**src/rtl/rv32_mc_core_if.sv**
```systemverilog
// Memory-side bus of rv32_mc_core: separate instruction and data ports.
// master = core side, slave = memory/arbiter side.
interface rv32_mc_core_if;
   logic [31:0] mem_i_addr;
   logic        mem_i_rstrb;
   logic [31:0] mem_i_rdata;
   logic        mem_i_rbusy;
   logic [31:0] mem_d_addr;
   logic [31:0] mem_d_wdata;
   logic [3:0]  mem_d_wmask;
   logic        mem_d_wstrb;
   logic        mem_d_rstrb;
   logic [31:0] mem_d_rdata;
   logic        mem_d_rbusy;
   logic        mem_d_wbusy;

   modport master (
      output mem_i_addr, mem_i_rstrb, mem_d_addr, mem_d_wdata, mem_d_wmask, mem_d_wstrb, mem_d_rstrb,
      input  mem_i_rdata, mem_i_rbusy, mem_d_rdata, mem_d_rbusy, mem_d_wbusy
   );
   modport slave (
      input  mem_i_addr, mem_i_rstrb, mem_d_addr, mem_d_wdata, mem_d_wmask, mem_d_wstrb, mem_d_rstrb,
      output mem_i_rdata, mem_i_rbusy, mem_d_rdata, mem_d_rbusy, mem_d_wbusy
   );
endinterface

```
**src/rtl/rv32_mc_core.sv**
```systemverilog
// rv32_mc_core: multi-cycle RV32I/RV32E core, one instruction in flight,
// FETCH/FWAIT/DECODE/EXEC/(MEM/MWAIT)/WB sequencing with a sticky HALT state.
// Optional feature: define RV_ZICNTR_EN to enable cycle/instret counter reads
// via CSRRS rd,csr,x0; otherwise any SYSTEM op except ECALL/EBREAK is illegal.
module rv32_mc_core #(
   parameter logic [31:0] RESET_PC = 32'h0000_0000,
   parameter int          NREGS    = 32
) (
   input  logic           clk,
   input  logic           rst,
   rv32_mc_core_if.master bus,
   output logic           halted,
   output logic [1:0]     halt_cause
);
   localparam int RW = $clog2(NREGS);
   localparam logic [6:0] OP_LUI = 7'b0110111, OP_AUIPC = 7'b0010111, OP_JAL = 7'b1101111,
      OP_JALR = 7'b1100111, OP_BR = 7'b1100011, OP_LD = 7'b0000011, OP_ST = 7'b0100011,
      OP_OPI = 7'b0010011, OP_OP = 7'b0110011, OP_FENCE = 7'b0001111, OP_SYS = 7'b1110011;

   typedef enum logic [2:0] {S_FETCH, S_FWAIT, S_DECODE, S_EXEC, S_MEM, S_MWAIT, S_WB, S_HALT} state_t;
   state_t state, state_n;

   logic [31:0] pc, ir, rs1v, rs2v, res, next_pc, d_addr, d_wdata, ld_word;
   logic [3:0]  wmask;
   logic [31:0] regs [NREGS];
   logic [1:0]  cause_n;

   logic [6:0]  opc, f7;
   logic [2:0]  f3;
   logic [4:0]  rd, rs1, rs2;
   logic [31:0] imm_i, imm_s, imm_b, imm_u, imm_j;
   assign opc = ir[6:0];
   assign f3  = ir[14:12];
   assign f7  = ir[31:25];
   assign rd  = ir[11:7];
   assign rs1 = ir[19:15];
   assign rs2 = ir[24:20];
   assign imm_i = {{20{ir[31]}}, ir[31:20]};
   assign imm_s = {{20{ir[31]}}, ir[31:25], ir[11:7]};
   assign imm_b = {{19{ir[31]}}, ir[31], ir[7], ir[30:25], ir[11:8], 1'b0};
   assign imm_u = {ir[31:12], 12'd0};
   assign imm_j = {{11{ir[31]}}, ir[31], ir[19:12], ir[20], ir[30:21], 1'b0};

   logic is_ld, is_st;
   assign is_ld = (opc == OP_LD);
   assign is_st = (opc == OP_ST);

   logic [31:0] csr_val;
`ifdef RV_ZICNTR_EN
   logic [63:0] cyc_cnt, ret_cnt;
   // free-running cycle counter (stops in HALT) and retired-instruction counter
   always_ff @(posedge clk or posedge rst) begin
      if (rst) begin
         cyc_cnt <= 64'd0;
         ret_cnt <= 64'd0;
      end else begin
         if (state != S_HALT) cyc_cnt <= cyc_cnt + 64'd1;
         if (state == S_WB)   ret_cnt <= ret_cnt + 64'd1;
      end
   end
   // counter CSR read mux
   always_comb begin
      csr_val = 32'd0;
      case (ir[31:20])
         12'hC00: csr_val = cyc_cnt[31:0];
         12'hC80: csr_val = cyc_cnt[63:32];
         12'hC02: csr_val = ret_cnt[31:0];
         12'hC82: csr_val = ret_cnt[63:32];
         default: csr_val = 32'd0;
      endcase
   end
`else
   assign csr_val = 32'd0;
`endif

   // decode: legality, register usage, SYSTEM classification
   logic bad_enc, uses_rd, uses_rs1, uses_rs2, is_ecall, is_ebreak, is_csr, illegal;
   always_comb begin
      bad_enc = 1'b0; uses_rd = 1'b0; uses_rs1 = 1'b0; uses_rs2 = 1'b0;
      is_ecall = 1'b0; is_ebreak = 1'b0; is_csr = 1'b0;
      case (opc)
         OP_LUI, OP_AUIPC, OP_JAL: uses_rd = 1'b1;
         OP_JALR: begin uses_rd = 1'b1; uses_rs1 = 1'b1; bad_enc = (f3 != 3'd0); end
         OP_BR:   begin uses_rs1 = 1'b1; uses_rs2 = 1'b1; bad_enc = (f3[2:1] == 2'b01); end
         OP_LD:   begin uses_rd = 1'b1; uses_rs1 = 1'b1; bad_enc = (f3 == 3'd3) || (f3[2:1] == 2'b11); end
         OP_ST:   begin uses_rs1 = 1'b1; uses_rs2 = 1'b1; bad_enc = f3[2] || (f3 == 3'd3); end
         OP_OPI: begin
            uses_rd = 1'b1; uses_rs1 = 1'b1;
            if (f3 == 3'd1)      bad_enc = (f7 != 7'h00);
            else if (f3 == 3'd5) bad_enc = (f7 != 7'h00) && (f7 != 7'h20);
         end
         OP_OP: begin
            uses_rd = 1'b1; uses_rs1 = 1'b1; uses_rs2 = 1'b1;
            bad_enc = !((f7 == 7'h00) || ((f7 == 7'h20) && ((f3 == 3'd0) || (f3 == 3'd5))));
         end
         OP_FENCE: bad_enc = 1'b0;
         OP_SYS: begin
            if (ir == 32'h0000_0073)      is_ecall  = 1'b1;
            else if (ir == 32'h0010_0073) is_ebreak = 1'b1;
            else begin
`ifdef RV_ZICNTR_EN
               if ((f3 == 3'd2) && (rs1 == 5'd0) && ((ir[31:20] == 12'hC00) || (ir[31:20] == 12'hC80) ||
                   (ir[31:20] == 12'hC02) || (ir[31:20] == 12'hC82))) begin
                  is_csr = 1'b1; uses_rd = 1'b1;
               end else bad_enc = 1'b1;
`else
               bad_enc = 1'b1;
`endif
            end
         end
         default: bad_enc = 1'b1;
      endcase
      illegal = bad_enc || ((NREGS < 32) && ((uses_rd && rd[4]) || (uses_rs1 && rs1[4]) || (uses_rs2 && rs2[4])));
   end

   // execute: ALU, branch compare, next pc, effective address and store lanes
   logic [31:0] op2, alu, next_pc_c, ea, res_c, wdata_c;
   logic [3:0]  mask_c;
   logic        taken, mis_mem, mis;
   always_comb begin
      op2 = (opc == OP_OP) ? rs2v : imm_i;
      case (f3)
         3'd0: alu = ((opc == OP_OP) && f7[5]) ? rs1v - op2 : rs1v + op2;
         3'd1: alu = rs1v << op2[4:0];
         3'd2: alu = ($signed(rs1v) < $signed(op2)) ? 32'd1 : 32'd0;
         3'd3: alu = (rs1v < op2) ? 32'd1 : 32'd0;
         3'd4: alu = rs1v ^ op2;
         3'd5: alu = f7[5] ? $unsigned($signed(rs1v) >>> op2[4:0]) : rs1v >> op2[4:0];
         3'd6: alu = rs1v | op2;
         default: alu = rs1v & op2;
      endcase
      case (f3)
         3'd0: taken = (rs1v == rs2v);
         3'd1: taken = (rs1v != rs2v);
         3'd4: taken = ($signed(rs1v) < $signed(rs2v));
         3'd5: taken = ($signed(rs1v) >= $signed(rs2v));
         3'd6: taken = (rs1v < rs2v);
         3'd7: taken = (rs1v >= rs2v);
         default: taken = 1'b0;
      endcase
      if (opc == OP_JAL)                next_pc_c = pc + imm_j;
      else if (opc == OP_JALR)          next_pc_c = (rs1v + imm_i) & ~32'd1;
      else if ((opc == OP_BR) && taken) next_pc_c = pc + imm_b;
      else                              next_pc_c = pc + 32'd4;
      ea = rs1v + (is_st ? imm_s : imm_i);
      mis_mem = (is_ld || is_st) && (((f3[1:0] == 2'b01) && ea[0]) || ((f3[1:0] == 2'b10) && (ea[1:0] != 2'b00)));
      mis = (next_pc_c[1:0] != 2'b00) || mis_mem;
      case (f3[1:0])
         2'b00:   begin mask_c = 4'b0001 << ea[1:0];       wdata_c = {4{rs2v[7:0]}};  end
         2'b01:   begin mask_c = 4'b0011 << {ea[1], 1'b0}; wdata_c = {2{rs2v[15:0]}}; end
         default: begin mask_c = 4'b1111;                  wdata_c = rs2v;            end
      endcase
      if (opc == OP_LUI)                             res_c = imm_u;
      else if (opc == OP_AUIPC)                      res_c = pc + imm_u;
      else if ((opc == OP_JAL) || (opc == OP_JALR)) res_c = pc + 32'd4;
      else if (is_csr)                               res_c = csr_val;
      else                                           res_c = alu;
   end

   // writeback value: load lane extraction or the EXEC result
   logic [7:0]  lb;
   logic [15:0] lh;
   logic [31:0] wb_val;
   always_comb begin
      case (d_addr[1:0])
         2'd0:    lb = ld_word[7:0];
         2'd1:    lb = ld_word[15:8];
         2'd2:    lb = ld_word[23:16];
         default: lb = ld_word[31:24];
      endcase
      lh = d_addr[1] ? ld_word[31:16] : ld_word[15:0];
      wb_val = res;
      if (is_ld) begin
         case (f3)
            3'd0:    wb_val = {{24{lb[7]}}, lb};
            3'd1:    wb_val = {{16{lh[15]}}, lh};
            3'd4:    wb_val = {24'd0, lb};
            3'd5:    wb_val = {16'd0, lh};
            default: wb_val = ld_word;
         endcase
      end
   end

   // state register
   always_ff @(posedge clk or posedge rst) begin
      if (rst) state <= S_FETCH;
      else     state <= state_n;
   end

   // next-state and halt cause selection
   always_comb begin
      state_n = state;
      cause_n = 2'd0;
      case (state)
         S_FETCH:  state_n = S_FWAIT;
         S_FWAIT:  if (!bus.mem_i_rbusy) state_n = S_DECODE;
         S_DECODE: begin
            if (illegal)        begin state_n = S_HALT; cause_n = 2'd2; end
            else if (is_ecall)  begin state_n = S_HALT; cause_n = 2'd1; end
            else if (is_ebreak) begin state_n = S_HALT; cause_n = 2'd0; end
            else                state_n = S_EXEC;
         end
         S_EXEC: begin
            if (mis)                 begin state_n = S_HALT; cause_n = 2'd3; end
            else if (is_ld || is_st) state_n = S_MEM;
            else                     state_n = S_WB;
         end
         S_MEM:   state_n = S_MWAIT;
         S_MWAIT: if (!(is_ld ? bus.mem_d_rbusy : bus.mem_d_wbusy)) state_n = S_WB;
         S_WB:    state_n = S_FETCH;
         S_HALT:  state_n = S_HALT;
         default: state_n = S_FETCH;
      endcase
   end

   // datapath registers and register file
   always_ff @(posedge clk or posedge rst) begin
      if (rst) begin
         pc <= RESET_PC; ir <= 32'd0; rs1v <= 32'd0; rs2v <= 32'd0; res <= 32'd0;
         next_pc <= RESET_PC; d_addr <= 32'd0; d_wdata <= 32'd0; ld_word <= 32'd0;
         wmask <= 4'd0; halt_cause <= 2'd0;
         for (int i = 0; i < NREGS; i++) regs[i] <= 32'd0;
      end else begin
         case (state)
            S_FWAIT:  if (!bus.mem_i_rbusy) ir <= bus.mem_i_rdata;
            S_DECODE: begin
               rs1v <= (rs1 == 5'd0) ? 32'd0 : regs[rs1[RW-1:0]];
               rs2v <= (rs2 == 5'd0) ? 32'd0 : regs[rs2[RW-1:0]];
            end
            S_EXEC: begin
               res     <= res_c;
               next_pc <= next_pc_c;
               if ((is_ld || is_st) && !mis_mem) begin
                  d_addr  <= ea;
                  d_wdata <= wdata_c;
                  wmask   <= is_st ? mask_c : 4'd0;
               end
            end
            S_MWAIT:  if (is_ld && !bus.mem_d_rbusy) ld_word <= bus.mem_d_rdata;
            S_WB: begin
               if (uses_rd && (rd != 5'd0)) regs[rd[RW-1:0]] <= wb_val;
               pc    <= next_pc;
               wmask <= 4'd0;
            end
            default: ;
         endcase
         if ((state != S_HALT) && (state_n == S_HALT)) halt_cause <= cause_n;
      end
   end

   // strobes are gated by rst so an in-flight access is dropped the moment reset asserts
   assign bus.mem_i_addr  = pc;
   assign bus.mem_i_rstrb = (state == S_FETCH) && !rst;
   assign bus.mem_d_rstrb = (state == S_MEM) && is_ld && !rst;
   assign bus.mem_d_wstrb = (state == S_MEM) && is_st && !rst;
   assign bus.mem_d_addr  = d_addr;
   assign bus.mem_d_wdata = d_wdata;
   assign bus.mem_d_wmask = wmask;
   assign halted          = (state == S_HALT);
endmodule
```
**src/flat_wrapper.sv**
```systemverilog
// flat-port wrapper written by rule: the top's interface ports become plain ports
module rv32_mc_core_flat 
#(
   parameter logic [31:0] RESET_PC = 32'h0000_0000,
   parameter int          NREGS    = 32
)
  (clk, rst, halted, halt_cause, bus_mem_i_addr, bus_mem_i_rstrb, bus_mem_d_addr, bus_mem_d_wdata, bus_mem_d_wmask, bus_mem_d_wstrb, bus_mem_d_rstrb, bus_mem_i_rdata, bus_mem_i_rbusy, bus_mem_d_rdata, bus_mem_d_rbusy, bus_mem_d_wbusy);
  rv32_mc_core_if bus_i ();
  input  logic clk;
  input  logic rst;
  output logic halted;
  output logic [1:0] halt_cause;
  output wire logic [$bits(bus_i.mem_i_addr)-1:0] bus_mem_i_addr;
  output wire logic [$bits(bus_i.mem_i_rstrb)-1:0] bus_mem_i_rstrb;
  output wire logic [$bits(bus_i.mem_d_addr)-1:0] bus_mem_d_addr;
  output wire logic [$bits(bus_i.mem_d_wdata)-1:0] bus_mem_d_wdata;
  output wire logic [$bits(bus_i.mem_d_wmask)-1:0] bus_mem_d_wmask;
  output wire logic [$bits(bus_i.mem_d_wstrb)-1:0] bus_mem_d_wstrb;
  output wire logic [$bits(bus_i.mem_d_rstrb)-1:0] bus_mem_d_rstrb;
  input wire logic [$bits(bus_i.mem_i_rdata)-1:0] bus_mem_i_rdata;
  input wire logic [$bits(bus_i.mem_i_rbusy)-1:0] bus_mem_i_rbusy;
  input wire logic [$bits(bus_i.mem_d_rdata)-1:0] bus_mem_d_rdata;
  input wire logic [$bits(bus_i.mem_d_rbusy)-1:0] bus_mem_d_rbusy;
  input wire logic [$bits(bus_i.mem_d_wbusy)-1:0] bus_mem_d_wbusy;
  assign bus_mem_i_addr = bus_i.mem_i_addr;
  assign bus_mem_i_rstrb = bus_i.mem_i_rstrb;
  assign bus_mem_d_addr = bus_i.mem_d_addr;
  assign bus_mem_d_wdata = bus_i.mem_d_wdata;
  assign bus_mem_d_wmask = bus_i.mem_d_wmask;
  assign bus_mem_d_wstrb = bus_i.mem_d_wstrb;
  assign bus_mem_d_rstrb = bus_i.mem_d_rstrb;
  assign bus_i.mem_i_rdata = bus_mem_i_rdata;
  assign bus_i.mem_i_rbusy = bus_mem_i_rbusy;
  assign bus_i.mem_d_rdata = bus_mem_d_rdata;
  assign bus_i.mem_d_rbusy = bus_mem_d_rbusy;
  assign bus_i.mem_d_wbusy = bus_mem_d_wbusy;
  rv32_mc_core #(.RESET_PC(RESET_PC), .NREGS(NREGS)) u_core (.clk(clk), .rst(rst), .bus(bus_i), .halted(halted), .halt_cause(halt_cause));
endmodule
```
**config.mk**
```make
export PLATFORM = sky130hd
export DESIGN_NAME = rv32_mc_core_flat
export DESIGN_NICKNAME = d
export VERILOG_FILES = /design/src/rtl/rv32_mc_core_if.sv /design/src/rtl/rv32_mc_core.sv /design/src/flat_wrapper.sv
export SDC_FILE = /design/constraint.sdc
export NUM_CORES = 2
export LEC_CHECK = 0
export CAP_MARGIN = 10
export CELL_PAD_IN_SITES_DETAIL_PLACEMENT = 0
export CELL_PAD_IN_SITES_GLOBAL_PLACEMENT = 2
export CORE_ASPECT_RATIO = 1.5
export CORE_MARGIN = 2
export CORE_UTILIZATION = 35
export DETAILED_ROUTE_END_ITERATION = 8
export PLACE_DENSITY_LB_ADDON = 0.15
export SLEW_MARGIN = 0
export SYNTH_ARGS = -nofsm -noshare
export SYNTH_HDL_FRONTEND = slang
export SYNTH_SLANG_ARGS = --single-unit
```
**constraint.sdc**
```tcl
create_clock -name clk -period 60.3 [get_ports clk]
set_input_delay 18.09 -clock clk [delete_from_list [all_inputs] [get_ports clk]]
set_output_delay 18.09 -clock clk [all_outputs]
set_load 0.03 [all_outputs]
```
Word-level counts from Yosys, hierarchy flattened
Cells that the tools add are included.
- output and inout bits: 106
- word-level logic and storage cells: 221
- register bits: 1321
- order comparisons: 10
- reductions and logical operators: 49
- shift operators: 5
- add/sub/neg operators: 8
- muxes and demuxes: 58
- bitwise gates (word level): 7
- equality and inequality tests: 40
- operators by type and width (kind ; count):
    bitwise mux 1024 bit ; 1
    two-way mux 32 bit ; 17
    binary-select mux 32 bit (select 5 bit) ; 2
    one-hot mux 32 bit (7 select lines) ; 1
    adder 32 bit ; 6
    demux 32 bit (select 5 bit) ; 1
    < comparator 32 bit ; 4
    one-hot mux 32 bit (4 select lines) ; 1
    >= comparator 32 bit ; 2
    one-hot mux 32 bit (2 select lines) ; 1
    adder 32 x 3 -> 32 bit, second input constant ; 1
    bitwise AND 32 bit ; 1
    equality test 32 x 21 -> 1 bit, second input constant ; 1
    equality test 32 bit ; 1
    equality test 32 x 7 -> 1 bit, second input constant ; 1
    inequality test 32 bit ; 1
    OR 32 bit ; 1
    left shift 32 x 5 -> 32 bit ; 1
    right shift 32 x 5 -> 32 bit ; 1
    >>> shifter 32 x 5 -> 32 bit ; 1
    subtractor 32 bit ; 1
    XOR 32 bit ; 1
    equality test 7 x 6 -> 1 bit, second input constant ; 4
    equality test 7 bit, second input constant ; 4
    43 further kinds ; 121

Logic depth before layout (Yosys ltp)
- word-level depth: 12
- mapped depth: 21

Least setup slack after synthesis
Ideal clock, no wire load.
- path kind: input port to output port
- from: input rst
- to: output bus_mem_d_rstrb
- buffers on the path: 0
- slack: 23.129 ns
- arrival time: 19.081 ns
- stages on the path: 1
- required time: 42.210 ns
- cell sequence: nor4_1
- word-level cells in the longest chain between the ends: 2
- ends and longest elaborated chain (what ; line ; text):
    start: declaration ; flat_wrapper.sv:10 ; input logic rst;
    zero test 1 bit (no source line) ; - ;
    logical AND 1 bit ; rv32_mc_core.sv:254 ; assign bus.mem_d_rstrb = (state == S_MEM) && is_ld && !rst;
    end: declaration ; flat_wrapper.sv:19 ; output wire logic [$bits(bus_i.mem_d_rstrb)-1:0] bus_mem_d_rstrb;
Every way passes these cells.

Worst setup path in the final report
- from: input rst
- to: output bus_mem_d_wstrb
- word-level cells in the longest chain between the ends: 2
- ends and longest elaborated chain (what ; line ; text):
    zero test 1 bit (no source line) ; - ;
    logical AND 1 bit ; rv32_mc_core.sv:255 ; assign bus.mem_d_wstrb = (state == S_MEM) && is_st && !rst;
    end: declaration ; flat_wrapper.sv:18 ; output wire logic [$bits(bus_i.mem_d_wstrb)-1:0] bus_mem_d_wstrb;
Every way passes these cells.

==> results.txt <==
Iteration-0 DRC Markers: 6367
CP Capture Type: output pin
Total power: 0.004035 W
Skew-Pair Late Insertion Delay: 0.85 ns
DR WL/cell: 36.04 um
Post-synth top area share: 40.40%
Max Slew Vio Count: 2
Area grow syn2layout: 12.35%
Multi-input logic area: 45590 um^2
Detail Route Antenna Nets: 0
Outcome: finished, violations left
Top-count cell post-synth: nand2_1
Fill count: 22920
Final GP Congestion: 1.053
Final TNS setup: 0 ns
Reg area: 33100 um^2
Post-route DRC: 0
Total setup buffers inserted after CTS: 0
Distinct cells, synth: 101
Worst Path Max Fanout: 4
Hold buffers post-CTS: 0
Drt first pass iters: 6
Die Y: 596.1 um
Total of max-cap violations: 2
Hold_sp: u_core.regs[1001]
HPWL after DPL: 275100 um
Crit path time final: 37.79 ns
CTS tree: built
Async set-reset flop share out of synthesis: 100.0%
Syn_nets: 8534
Total CTS buffers: 155
Die width: 398.8 um
WP data arrival: 19.70 ns
Sequential share of the synthesized area: 40.40%
Fmax: 0.02646 GHz
Row count: 217
Ports: 175
Final hold vios: 0
Yosys reg bits: 1321
Clock Root Buffer: clkbuf_16
CORE AREA: 232700 um^2
Setup-failing EPs final: 0
Measured slew at the worst slew-check pin: 1.501 ns
Final Cycle Share: 62.66%
Global Route Usage Sum: 33.83%
Final wirelength: 404900 um
Routed vias/inst: 6.138
Failing checks: capacitance limit, slew limit
R2R Path Start: u_core.ir[5]
Ranking of synthesized cells by area: dfrtp_1 40%, mux4_2 18%, o21ai_0 7.7%
Starting Density: 35.16%
Hold Crit Class: flop to flop
Largest net degree at the start of global routing: 165
Die area: 237700 um^2
IO Port Bufs: 174
PD cells: 43.90 nW/um^2
Final Util: 39.50%
WS Path Type: input pin to output pin
# clock sinks: 1321
WP data required: 42.21 ns
Post-synth top cells: 1464 x nand2_1, 1321 x dfrtp_1, 1265 x o21ai_0
Vias in the first global route: 68820
Max VDD drop: 0.03820 mV
Yosys warns: 0
PnR worst setup slack: 22.51 ns
Post-Syn Area: 81810 um^2
GRT overflow: 0
Htree depth: 4
Cell leakage power: 38.21 nW
Clock Skew: 0.07219 ns
Setup crit start kind: input pin
Final nets: 8341
Via count: 68960
Synth Flop Type: dfrtp_1
Post-synth EDFFs: 0
First-pass GRT wire length: 563300 um
Clock buffer depth: 4
Share of layout cells above drive strength 1: 16.85%
PostCTS Resize Cnt: 0
Initial antenna violation count: 27
RSZ-0062 raised after global routing: no
Place WS: 22.49 ns
Slew margin rel.: -0.8207%
Leading area contributor after synthesis: dfrtp_1
Mean cell area of the mapped netlist: 9.930 um^2
CTS clk-pin slew, worst paths: 0.07 ns
Syn Inst Count: 8239
Worst Setup SP: rst
[sequential cells by signal, indices dropped and copies added, names as in the netlist, 32 cells and up]
signal,cells
u_core.regs,1024
u_core.bus.mem_d_addr,32
u_core.bus.mem_d_wdata,32
u_core.bus.mem_i_addr,32
u_core.ir,32
u_core.ld_word,32
u_core.next_pc,32
u_core.res,32
u_core.rs1v,32
u_core.rs2v,32
[cells by family (layout without fill, tap and decap cells)]
logic type      Yosys count  count (layout)  synth area share (%)
mux                     885             885                 20.99
compound gates         2446            2446                 17.30
simple gates           2242            2242                 11.50
xor+xnor                167             167                 1.788
buf+inv                 952             869                 4.489
fa+ha+maj               226             226                 3.521
other cells               0              13                     0
flops                  1321            1321                 40.40
[power by group]
part / internal [W] / switching (W)
clock: 0.000556 / 0.000409
sequential: 0.000957 / 0.000148
combinational: 0.000585 / 0.00138
total: 0.00210 / 0.00194
[cell type report]
| cell class | count | share of cell area, % |
|---|---|---|
| multi-input cells | 5966 | 49.59 |
| flip-flops and latches | 1321 | 36.01 |
| clock buffers | 217 | 4.823 |
| well taps | 3066 | 4.173 |
| repair buffers | 426 | 4.013 |
| inverters | 176 | 0.7323 |
| clock inverters | 50 | 0.6207 |
| diodes | 13 | 0.03539 |
[stage by stage]
step	std cells	area (um^2)	hold WS, ns
after floorplan	8239	81810	0.4334
after global placement	10950	86830	0.3763
after detailed placement	10950	86830	0.3830
after CTS	11220	91830	0.3968
after global routing	11230	91890	0.4061
final	11240	91920	0.3958
[worst max-delay path, stage by stage]
cell,delay [ns]
clkdlybuf4s50_1,0.55
nor4_1,0.33
clkdlybuf4s50_1,0.72
[cell usage in the layout, fill, tap and decap left out, types with 54 or more instances in the layout]
| cell | count |
|---|---|
| dfrtp_1 | 1308 |
| a211oi_1 | 54 |
| inv_1 | 169 |
| a21o_1 | 93 |
| nor2_1 | 335 |
| xor2_1 | 59 |
| clkdlybuf4s50_1 | 174 |
| nor3_1 | 80 |
| o22ai_1 | 66 |
| nand3_1 | 90 |
| o21ai_1 | 70 |
| mux4_2 | 657 |
| o211ai_1 | 71 |
| mux2i_1 | 150 |
| ha_1 | 219 |
| buf_4 | 246 |
| clkbuf_16 | 156 |
| nand2_1 | 1448 |
| mux2_2 | 73 |
| a21oi_1 | 408 |
| o21ai_0 | 1252 |
| xnor2_1 | 107 |
[final timing paths]
path                                           to  slack (ns)  depth (start not counted)
worst max-delay path              bus_mem_d_wstrb       22.51                          3
worst min-delay path            u_core.regs[1001]        0.40                          0
worst max register to register     u_core.res[21]       52.85                         19
worst min register to register  u_core.regs[1001]        0.40                          0
max in group asynchronous        u_core.regs[872]       37.41                          7
min in group asynchronous         u_core.state[2]       17.91                          2
[per-layer routing]
layer  global-route usage, %  part of all wire, %  up-vias
met5                       0                0.031        -
met3                   6.073                  6.1     1088
met4                   24.48                  9.0       20
li1                        -                    -    29710
met1                   39.56                   37    35270
met2                   55.64                   48     2876
No activity file was read; power rests on OpenSTA's default activity.
